$ cat src/rtl/arb_pkg.sv
// Shared types and widths for the instruction/data memory port arbiter.
// Optional feature macro: ARB_STATS_EN (adds the conflict counter).
package arb_pkg;

  localparam int unsigned WAIT_W  = 4;
  localparam int unsigned COUNT_W = 32;

  typedef enum logic [1:0] {
    OWN_NONE = 2'd0,
    OWN_IF   = 2'd1,
    OWN_DRD  = 2'd2
  } owner_e;

  typedef enum logic {
    P_DATA  = 1'b0,
    P_FETCH = 1'b1
  } prio_e;

endpackage

$ cat src/rtl/arb_stats.sv
// Saturating counter of cycles in which both ports requested the RAM.
// Instantiated by mem_port_arbiter only when ARB_STATS_EN is defined.
module arb_stats
  import arb_pkg::*;
(
  input  logic               clk,
  input  logic               reset,
  input  logic               conflict_i,
  output logic [COUNT_W-1:0] count_o
);

  logic [COUNT_W-1:0] count_q;
  logic [COUNT_W-1:0] count_d;

  // Next count: bump on a conflict, stick at all-ones.
  always_comb begin
    count_d = count_q;
    if (conflict_i && (count_q != {COUNT_W{1'b1}})) begin
      count_d = count_q + COUNT_W'(1);
    end
  end

  // Counter register.
  always_ff @(posedge clk) begin
    if (reset) begin
      count_q <= '0;
    end else begin
      count_q <= count_d;
    end
  end

  assign count_o = count_q;

endmodule

$ cat src/rtl/mem_port_arbiter.sv
// Two-port (fetch / data) arbiter in front of a single synchronous-read RAM.
// Data wins conflicts until fetch has been denied MAX_WAIT times in a row,
// then fetch wins the next conflict. Read data returns one cycle after grant
// and is routed back to the port recorded in the owner tag.
// Optional feature macro: ARB_STATS_EN (conflict_count becomes a live counter).
module mem_port_arbiter
  import arb_pkg::*;
#(
  parameter int unsigned ADDR_W   = 32,
  parameter int unsigned DATA_W   = 32,
  parameter int unsigned MAX_WAIT = 4
) (
  input  logic               clk,
  input  logic               reset,
  input  logic               if_req,
  input  logic [ADDR_W-1:0]  if_addr,
  output logic               if_gnt,
  output logic               if_rvalid,
  output logic [DATA_W-1:0]  if_rdata,
  input  logic               d_req,
  input  logic               d_we,
  input  logic [ADDR_W-1:0]  d_addr,
  input  logic [DATA_W-1:0]  d_wdata,
  output logic               d_gnt,
  output logic               d_rvalid,
  output logic [DATA_W-1:0]  d_rdata,
  output logic [ADDR_W-1:0]  mem_addr,
  output logic               mem_we,
  output logic [DATA_W-1:0]  mem_wdata,
  input  logic [DATA_W-1:0]  mem_rdata,
  output logic [COUNT_W-1:0] conflict_count
);

  localparam logic [WAIT_W-1:0] WAIT_LAST = WAIT_W'(MAX_WAIT - 1);

  prio_e              prio_q, prio_d;
  owner_e             owner_q, owner_d;
  logic [WAIT_W-1:0]  wait_q, wait_d;
  logic [ADDR_W-1:0]  addr_q, addr_d;
  logic [DATA_W-1:0]  wdata_q, wdata_d;
  logic               conflict_c;

  assign conflict_c = if_req & d_req & ~reset;

  // Grant selection: lone requester wins, otherwise the priority state decides.
  always_comb begin
    if_gnt = 1'b0;
    d_gnt  = 1'b0;
    if (!reset) begin
      if (if_req && (!d_req || (prio_q == P_FETCH))) begin
        if_gnt = 1'b1;
      end else if (d_req) begin
        d_gnt = 1'b1;
      end
    end
  end

  // Priority FSM state register.
  always_ff @(posedge clk) begin
    if (reset) begin
      prio_q <= P_DATA;
    end else begin
      prio_q <= prio_d;
    end
  end

  // Priority FSM next state: hand priority to fetch once it is starved.
  always_comb begin
    prio_d = prio_q;
    case (prio_q)
      P_DATA: begin
        if (conflict_c && (wait_q == WAIT_LAST)) begin
          prio_d = P_FETCH;
        end
      end
      P_FETCH: begin
        if (if_gnt) begin
          prio_d = P_DATA;
        end
      end
      default: prio_d = P_DATA;
    endcase
  end

  // Next values for the wait counter, owner tag and held RAM address/data.
  always_comb begin
    wait_d = wait_q;
    if (if_gnt) begin
      wait_d = '0;
    end else if (if_req && !reset && (wait_q != {WAIT_W{1'b1}})) begin
      wait_d = wait_q + WAIT_W'(1);
    end

    owner_d = OWN_NONE;
    if (if_gnt) begin
      owner_d = OWN_IF;
    end else if (d_gnt && !d_we) begin
      owner_d = OWN_DRD;
    end

    addr_d = addr_q;
    if (if_gnt) begin
      addr_d = if_addr;
    end else if (d_gnt) begin
      addr_d = d_addr;
    end

    wdata_d = wdata_q;
    if (d_gnt) begin
      wdata_d = d_wdata;
    end
  end

  // Datapath and bookkeeping registers.
  always_ff @(posedge clk) begin
    if (reset) begin
      wait_q  <= '0;
      owner_q <= OWN_NONE;
      addr_q  <= '0;
      wdata_q <= '0;
    end else begin
      wait_q  <= wait_d;
      owner_q <= owner_d;
      addr_q  <= addr_d;
      wdata_q <= wdata_d;
    end
  end

  assign mem_addr  = addr_d;
  assign mem_wdata = wdata_d;
  assign mem_we    = d_gnt & d_we;

  // A reset landing on the return cycle kills the pending read response.
  assign if_rvalid = (owner_q == OWN_IF)  & ~reset;
  assign d_rvalid  = (owner_q == OWN_DRD) & ~reset;
  assign if_rdata  = if_rvalid ? mem_rdata : '0;
  assign d_rdata   = d_rvalid  ? mem_rdata : '0;

`ifdef ARB_STATS_EN
  arb_stats u_stats (
    .clk        (clk),
    .reset      (reset),
    .conflict_i (conflict_c),
    .count_o    (conflict_count)
  );
`else
  assign conflict_count = '0;
`endif

endmodule

$ cat config.mk
export PLATFORM = sky130hd
export DESIGN_NAME = mem_port_arbiter
export DESIGN_NICKNAME = d
export VERILOG_FILES = /design/src/rtl/arb_pkg.sv /design/src/rtl/arb_stats.sv /design/src/rtl/mem_port_arbiter.sv
export SDC_FILE = /design/constraint.sdc
export NUM_CORES = 1
export LEC_CHECK = 0
export ABC_AREA = 1
export CORE_MARGIN = 3
export CORE_UTILIZATION = 32
export DETAILED_ROUTE_END_ITERATION = 7
export GPL_ROUTABILITY_DRIVEN = 0
export GPL_TIMING_DRIVEN = 1
export PLACE_DENSITY = 0.79
export SKIP_LAST_GASP = 1
export SLEW_MARGIN = 10
export SYNTH_ARGS = -nofsm -noshare
export SYNTH_HDL_FRONTEND = slang
export SYNTH_SLANG_ARGS = --single-unit
export TNS_END_PERCENT = 10
$ cat constraint.sdc
create_clock -name clk -period 1.41 [get_ports clk]
set_input_delay 0.282 -clock clk [delete_from_list [all_inputs] [get_ports clk]]
set_output_delay 0.282 -clock clk [all_outputs]
set_load 0.02 [all_outputs]
==> impl_metrics.xml <==
<?xml version="1.0" encoding="UTF-8"?>
<metrics>
  <group name="run_status">
    <metric name="run_status" unit="">finished with violations</metric>
    <metric name="failing_checks" unit="">negative setup slack</metric>
  </group>
  <group name="placed_design">
    <metric name="dp_hpwl" unit="um">11900</metric>
    <metric name="placement.io_buffers" unit="">265</metric>
  </group>
  <group name="cts">
    <metric name="clk_pin_slew" unit="ps">60</metric>
    <metric name="cts-buffers-inserted" unit="">9</metric>
    <metric name="tritoncts_num_sinks" unit="">71</metric>
    <metric name="clock_tree.htree_level_count" unit="">3</metric>
    <metric name="clock_tree.root_cell" unit="">clkbuf_16</metric>
    <metric name="clk_latency" unit="ps">340</metric>
    <metric name="clock_path_buffers" unit="">2</metric>
    <metric name="clock_tree_from_tritoncts" unit="">yes</metric>
  </group>
  <group name="yosys">
    <metric name="yosysWarnings" unit="">0</metric>
    <metric name="synth_seq_cells" unit="">71</metric>
    <metric name="syn-mean-instance-area" unit="um^2">6.13</metric>
    <metric name="syn-cell-area" unit="um^2">4070</metric>
    <metric name="synth.yosys.seq_area_share" unit="">0.350</metric>
    <metric name="synth_cells" unit="">663</metric>
    <metric name="ys_types" unit="">25</metric>
  </group>
  <group name="sta">
    <metric name="hold_ws" unit="ps">385</metric>
    <metric name="max_freq" unit="MHz">493</metric>
    <metric name="rsz0062_at_grt" unit="">true</metric>
    <metric name="worst-slew-pin-transition" unit="ps">520</metric>
    <metric name="final_max_slew_viol_count" unit="">0</metric>
    <metric name="setup-violations-final" unit="">151</metric>
    <metric name="slew_headroom" unit="">0.654</metric>
    <metric name="period_share" unit="">1.44</metric>
    <metric name="report.final.hold_viol_count" unit="">0</metric>
    <metric name="final_clock_skew" unit="ps">5.11</metric>
    <metric name="period_needed" unit="ps">2030</metric>
    <metric name="timing.final.ws_setup" unit="ps">-617</metric>
  </group>
  <group name="worst_setup_path">
    <metric name="timing.critical_path.arrival" unit="ps">2310</metric>
    <metric name="path_buf_inv" unit="">9</metric>
    <metric name="timing.critical_path.to_type" unit="">flip-flop</metric>
    <metric name="critical_path.startpoint_type" unit="">flip-flop</metric>
    <metric name="cpPeakStageDelay" unit="ps">360</metric>
    <metric name="crit_required" unit="ps">1690</metric>
    <metric name="critical_path_peak_fanout" unit="">5</metric>
    <metric name="path_cells" unit="">a21oi_4 &gt; buf_12 &gt; buf_12 &gt; buf_8 &gt; nand3_2 &gt; nand3_4 &gt; nand2_4 &gt; buf_4 &gt; buf_4 &gt; buf_4 &gt; buf_4 &gt; buf_4 &gt; buf_4 &gt; nor2_4</metric>
    <metric name="critPathMostFrequentCell" unit="">buf_4</metric>
    <metric name="cpMaxStageDelayCell" unit="">dfxtp_4</metric>
    <metric name="ws_path_type" unit="">flip-flop to flip-flop</metric>
    <metric name="top_delay_family_on_crit_path" unit="">buffers and inverters</metric>
  </group>
  <group name="die">
    <metric name="fp.dieH" unit="um">119</metric>
    <metric name="core_area" unit="um^2">12200</metric>
    <metric name="initial_utilization" unit="">0.333</metric>
    <metric name="fp.dieArea" unit="um^2">14100</metric>
    <metric name="chipWidth" unit="um">119</metric>
    <metric name="fp-row-count" unit="">40</metric>
    <metric name="floorplan.io_pins" unit="">298</metric>
  </group>
  <group name="drt">
    <metric name="drt_drc_violations_left" unit="">0</metric>
    <metric name="dr.pass1.iters" unit="">5</metric>
    <metric name="antenna_left" unit="">0</metric>
    <metric name="detail_route.vias_per_cell" unit="">4.48</metric>
    <metric name="average_wire_length_per_cell_after_detail_routing" unit="um">15.3</metric>
    <metric name="detail_route.wirelength" unit="um">18300</metric>
    <metric name="number_of_vias_in_the_routed_layout" unit="">5370</metric>
    <metric name="detail_route.iter0.violations" unit="">236</metric>
  </group>
  <group name="layout">
    <metric name="seq_area" unit="um^2">1430</metric>
    <metric name="multi_input_area" unit="um^2">2420</metric>
    <metric name="layout-drive-gt1-share" unit="">0.339</metric>
    <metric name="nets" unit="">1158</metric>
    <metric name="mostFrequentLayoutCells" unit="">clkdlybuf4s50_1, inv_1, nor2_1, buf_4, nand2_1</metric>
    <metric name="area_growth" unit="%">114</metric>
    <metric name="fillers" unit="">957</metric>
    <metric name="mostFrequentLayoutCell" unit="">clkdlybuf4s50_1</metric>
  </group>
  <group name="power">
    <metric name="p_leak" unit="uW">0.00460</metric>
    <metric name="finalPower" unit="uW">7320</metric>
    <metric name="power-per-cell-area" unit="nW/um^2">842</metric>
    <metric name="vdd_ir_drop_max" unit="V">0.000729</metric>
  </group>
  <group name="run">
    <metric name="max_cap_viol_count" unit="">0</metric>
  </group>
  <group name="global_routing">
    <metric name="grt_pass1_wl" unit="um">26600</metric>
    <metric name="grt_pass1_vias" unit="">5326</metric>
    <metric name="total_global_route_track_usage" unit="">0.237</metric>
    <metric name="initial_antenna_violation_count" unit="">2</metric>
    <metric name="globalRouteOverflowTotal" unit="">0</metric>
    <metric name="grt_start_max_net_pins" unit="">47</metric>
  </group>
  <group name="hold_path">
    <metric name="worstHoldPathType" unit="">input pin to flip-flop</metric>
  </group>
</metrics>
-- metal layers --
metal,routed length [um],up-vias,global-route usage
met5,0,-,0
met4,735,0,0.106
met3,1590,56,0.0761
met2,9590,265,0.434
met1,6430,2444,0.245
li1,-,2605,-
-- tightest hold or removal path, cell delays in order --
cell and delay [ps]:
buf_2 200, buf_4 170, a21oi_1 40
-- registers in the layout, indices dropped and copies added (netlist names) --
register and count:
addr_q 32, wdata_q 32, wait_q 4, owner_q 2, prio_q 1
-- synth_stat cells (all sizes together) --
cell	instances	area, um^2
inv	139	522
conb	1	3.75
xnor2	1	8.76
a21oi	5	36.3
nor3	1	5.00
nand3	69	345
or2	34	213
nor2	135	514
clkbuf	19	71.3
ha	1	12.5
o21ai	33	165
buf	49	343
nand2	105	404
dfxtp	71	1420
-- worst paths after layout --
kind | startpoint | endpoint | slack (ps) | cells past startpoint
setup / recovery | prio_q$_SDFF_PP0_ | addr_q[2]$_SDFF_PP0_ | -620 | 14
hold / removal | reset | prio_q$_SDFF_PP0_ | 390 | 3
setup reg to reg | prio_q$_SDFF_PP0_ | addr_q[2]$_SDFF_PP0_ | -620 | 14
hold reg to reg | wait_q[1]$_SDFFE_PP0P_ | wait_q[1]$_SDFFE_PP0P_ | 500 | 2
-- cell type report --
class	instances	area share
Sequential cell	71	0.164
Multi-Input combinational cell	417	0.278
Inverter	139	0.0600
Timing Repair Buffer	386	0.434
Clock inverter	6	0.0125
Clock buffer	10	0.0263
Antenna cell	2	0.000576
Tap cell	168	0.0242
-- repair_timing --
action	4_1_cts	5_1_grt
hold buffers	0	0
setup buffers	56	4
setup endpoints to repair	189	159
pin swaps	32	30
gates resized for setup	372	170
hold endpoints to repair	0	0
cloned	5	7
-- cell families (layout without fill, tap and decap cells) --
logic type / Yosys count / in the layout / share of synthesized area
other: 1 / 34 / 0.000922
AO/OA/AOI/OAI: 38 / 38 / 0.0496
XOR/XNOR: 1 / 1 / 0.00215
AND/OR/NAND/NOR: 344 / 345 / 0.364
adder cells (fa/ha/maj): 1 / 1 / 0.00308
buffers and inverters: 207 / 541 / 0.230
flip-flops: 71 / 71 / 0.350
-- per-stage QoR --
step	utilization	cells	TNS, ps	setup slack (ps)	area (um^2)
3_3_place_gp	0.609	1121	-135750	-1110	7430
6_report	0.712	1199	-70040	-617	8690
2_1_floorplan	-	694	-2770	-45.7	4440
3_5_place_dp	0.609	1121	-140530	-1150	7430
4_1_cts	0.685	1197	-73470	-606	8370
5_1_grt	0.712	1199	-81120	-671	8690
-- report_power, final --
part	switching (uW)	leakage, uW	total [uW]	internal, uW
logic	1270	0.00385	2530	1260
registers	36.9	0.000586	2170	2140
clock network	894	0.000166	2620	1730
total	2200	0.00460	7320	5130
Power figures use the tool's default switching activity.
==> RTL edit 1: new RTL, config.mk and constraints unchanged <==
Build with the macro `ARB_STATS_EN` defined.
--- a/src/rtl/mem_port_arbiter.sv
+++ b/src/rtl/mem_port_arbiter.sv
@@ -5,2 +5,4 @@
 // Optional feature macro: ARB_STATS_EN (conflict_count becomes a live counter).
+`define ARB_STATS_EN
+
 module mem_port_arbiter
Formal check against the unedited RTL: not equivalent (Yosys sat finds a counterexample within 4 cycles, from zero or initial values and one cycle with reset high).
==> RTL edit 1 against the original RTL <==
The run still ends with setup timing left. Maximum frequency shrank 3.3%. Register-to-register slack gained 170 ps. Sequential cell count grew 32. Sequential share of layout area rose by 1.1 points. Total power rose by 12%. Routed wire length up 27%. Synthesized area increased by 47%. Design area is 38% higher. Setup slack lost 68 ps. First-iteration DRC count rose by 8.1%. Via count rose by 37%. Critical path type is now reg -> out.
==> RTL edit 1: results <==
power_and_ir_drop:
  pwr-share-seq: 0.376
  pwr-share-clk: 0.297
  ir_worst_vdd_mv: 0.567
  leakage_nw: 5.47
  swShare: 0.308
  top_power_group: "registers"
drt:
  topRoutingLayerUsed: "met5"
  met1_length_mm: 9.27
  via_per_inst: 4.70
  wl_met2_mm: 11.8
  vias: 7367
  wl_mm: 23.2
  dr.pass1.iters: 6
  dr_wl_met3_mm: 1.72
global_route:
  grt_util_met1: 0.248
  use_met2: 0.384
  grt_usage: 0.215
  grt_max_degree: 37
  gr-usage-met3: 0.0638
  antenna_found_initial: 1
  grt_pass1_wl_mm: 35.7
place:
  portBuffers: 297
  placedCellCount: 1505
  pre_cts_ws_ps: -1270
  placed_area_sq_mm: 0.0108
  hpwl_mm: 16.2
critical_path:
  r2r_slack_ps: -450
  r2r_end: "addr_q[27]$_SDFF_PP0_"
  rr_worst_depth: 12
  critical_path_arrival_ps: 1810
  crit_path_end: "mem_we"
  slowest_stage: "dlygate4sd2_1"
finish:
  register_area_sq_mm: 0.00210
  diodes: 0
  final_layout_size_suffix_gt1_frac: 0.398
synth:
  synth_common_cells: "nor2_1 (174), inv_1 (139), nand2_1 (135)"
  yosys-top-cells-area: "dfxtp_1 (35%), nor2_1 (11%), inv_1 (8.7%)"
  seq_area_frac_synth: 0.345
  avgSynthCellArea_sq_um: 6.68
timing:
  skew_ps: 10.6
  maxSlewHeadroom: 0.719
  timing.hold.ws_ps: 308
  fin_tns_setup_ps: -92400
  worst_slack_ps: -686
  finalSetupViolations: 257
hold_path:
  holdPathEnd: "u_stats.count_o[24]$_SDFFE_PP0P_"
clocking:
  cts_resized: 480
  clk_pin_slew_ps: 80
  cts_setup_buffers: 32
status:
  violations: "setup timing"
  outcome: "finished with violations"
==> RTL edit 1: cell types whose count changed after synthesis, moves of 30 or more <==
| cell | change |
|---|---|
| a21oi_1 | +93 |
| nand3_1 | -40 |
| nor2_1 | +40 |
| and2_1 | +33 |
| a211oi_1 | +32 |
| dfxtp_1 | +32 |
| nand2_1 | +32 |
| a21oi_2 | +30 |
==> RTL edit 1: final cells by class <==
type | instances | area share
tap | 229 | 0.0239
timing repair buffer | 476 | 0.390
inverter | 141 | 0.0460
clock buffer | 10 | 0.0199
sequential | 103 | 0.175
multi-input combinational | 605 | 0.342
clock inverter | 5 | 0.00323
==> RTL edit 1: logic make-up after synthesis <==
group                      after synthesis  share of synthesized area
DFF                                    103                      0.345
AOI/OAI and AO/OA                      161                      0.169
and+or+nand+nor                        439                      0.342
buffers and inverters                  186                      0.135
adders and majority gates                2                    0.00419
xor gates and xnor gates                 3                    0.00440
==> RTL edit 2: new RTL, same flow settings <==
Without the edit above. Re-encode `owner_e` (3 values) as one-hot, 3 bits wide.
--- a/src/rtl/arb_pkg.sv
+++ b/src/rtl/arb_pkg.sv
@@ -7,6 +7,6 @@
 
-  typedef enum logic [1:0] {
-    OWN_NONE = 2'd0,
-    OWN_IF   = 2'd1,
-    OWN_DRD  = 2'd2
+  typedef enum logic [2:0] {
+    OWN_NONE = 3'b001,
+    OWN_IF   = 3'b010,
+    OWN_DRD  = 3'b100
   } owner_e;
Check against the original RTL: same outputs for any inputs over 10 cycles, from zero or initial values and one cycle with reset high; not proved beyond that.
==> RTL edit 2 against the original RTL <==
The run still ends with setup timing left. Setup slack gained 18 ps. Via count down 6.0%. Clock skew rose by 2.8 ps. Design area fell by 7.5%. Routed wire length fell by 9.6%. Sequential cell count increased by 1. Total power is 11% lower. Critical path depth is 6 lower. Synthesized area grew 1.6%. Critical endpoint is now mem_wdata[12]. Largest cell class unchanged.
==> RTL edit 2: results <==
drt:
  dr.pass1.iters: 4
  wire_per_inst_um: 14.1
  dr_wl_met3_mm: 1.18
  via_per_inst: 4.30
  drt-initial-drc-count: 229
  met1_length_mm: 6.04
  topRoutingLayerUsed: "met4"
  wl_met2_mm: 8.94
finish:
  largestRegisters: "addr_q x32, wdata_q x32, wait_q x4"
  fill_cells: 1083
  final_nets: 1134
  final_layout_size_suffix_gt1_frac: 0.228
clocking:
  clk_latency_ps: 320
  cts_setup_buffers: 1
  clk_path_buf_depth: 2
  cts_made_buffers: 9
  cts_root_buffer: "clkbuf_16"
  cts_resized: 168
  cts-htree-levels: 3
  clk_pin_slew_ps: 60
critical_path:
  critical_path_arrival_ps: 1730
  cp_max_fo: 5
global_route:
  gr-usage-met3: 0.0481
  grt_max_degree: 59
  grt_usage: 0.200
  use_met2: 0.374
  grt_util_met1: 0.216
  grt_pass1_wl_mm: 22.8
  antenna_found_initial: 2
  grt_pass1_vias: 4460
power_and_ir_drop:
  powerDensity_mw_per_mm2: 813
  intPower_mw: 4.59
  ir_worst_vdd_mv: 0.564
  pg_comb_mw: 2.08
  pwr-share-seq: 0.338
  leakage_nw: 5.17
timing:
  maxSlewHeadroom: 0.557
  worst_slack_ps: -600
  fin_tns_setup_ps: -52340
  skew_ps: 7.90
  finalSetupViolations: 159
synth:
  synthFlopType: "dfxtp_1"
  yosys-top-cells-area: "dfxtp_1 (35%), inv_1 (13%), nor2_1 (12%)"
  ys_warn_count: 0
  synth_compound_area_frac: 0.0536
  synth_common_cells: "inv_1 (141), nor2_1 (136), nand2_1 (104)"
  synthAdderAreaFrac: 0.00303
  seq_area_frac_synth: 0.349
  synth.distinct_cells: 26
  async_flop_share: 0
  synth_mux_area_frac: 0
  yosys.area_share.xor_xnor: 0
place:
  hpwl_mm: 11.4
  portBuffers: 265
hold_path:
  hold_path.class: "in -> reg"
status:
  violations: "setup timing"
  outcome: "finished with violations"
==> RTL edit 2: changes by cell type after synthesis, moves of 2 or more <==
cell and delta:
inv_1 +4, o21ai_1 +22, nor2_1 +2, or2_0 +9, or2_2 -14, buf_1 +2, nand3_1 -3, nand4_1 +2
a21oi_1 -2, buf_2 +7, or2_1 +3, o21ai_0 -19, clkbuf_1 -11, buf_6 +2
==> RTL edit 2: worst max-delay path: stages (launching register included) <==
cell and delay (ps):
dfxtp_4 360, a21oi_4 160, buf_12 170, nand2_8 100, buf_12 160, nand2_1 70, o21ai_2 60, inv_1 50
clkdlybuf4s15_2 260
==> RTL edit 2: final timing paths <==
check | from | end | slack, ps | depth (start not counted)
worst max-delay path | prio_q$_SDFF_PP0_ | mem_wdata[12] | -600 | 8
worst min-delay path | reset | addr_q[23]$_SDFF_PP0_ | 390 | 3
worst max register to register | prio_q$_SDFF_PP0_ | wdata_q[7]$_SDFF_PP0_ | -80 | 7
worst min register to register | wait_q[0]$_SDFFE_PP0P_ | wait_q[0]$_SDFFE_PP0P_ | 490 | 1
==> RTL edit 2: per-stage QoR <==
| step | instances | worst slack (ps) | area (sq um) |
|---|---|---|---|
| after floorplan | 701 | 4.79 | 4250 |
| after global placement | 1137 | -1050 | 7300 |
| after detailed placement | 1137 | -1050 | 7300 |
| after CTS | 1157 | -681 | 7780 |
| after global routing | 1174 | -665 | 8040 |
| final | 1174 | -600 | 8040 |
==> RTL edit 2: area by class of cell <==
cell class,count,area [sq um],area share
multi-input cells,419,2010,0.250
repair buffers,354,3530,0.439
clock buffers,10,239,0.0297
flip-flops and latches,72,1450,0.180
inverters,144,543,0.0675
clock inverters,5,56.3,0.00700
diodes,2,5.00,0.000622
well taps,168,210,0.0261
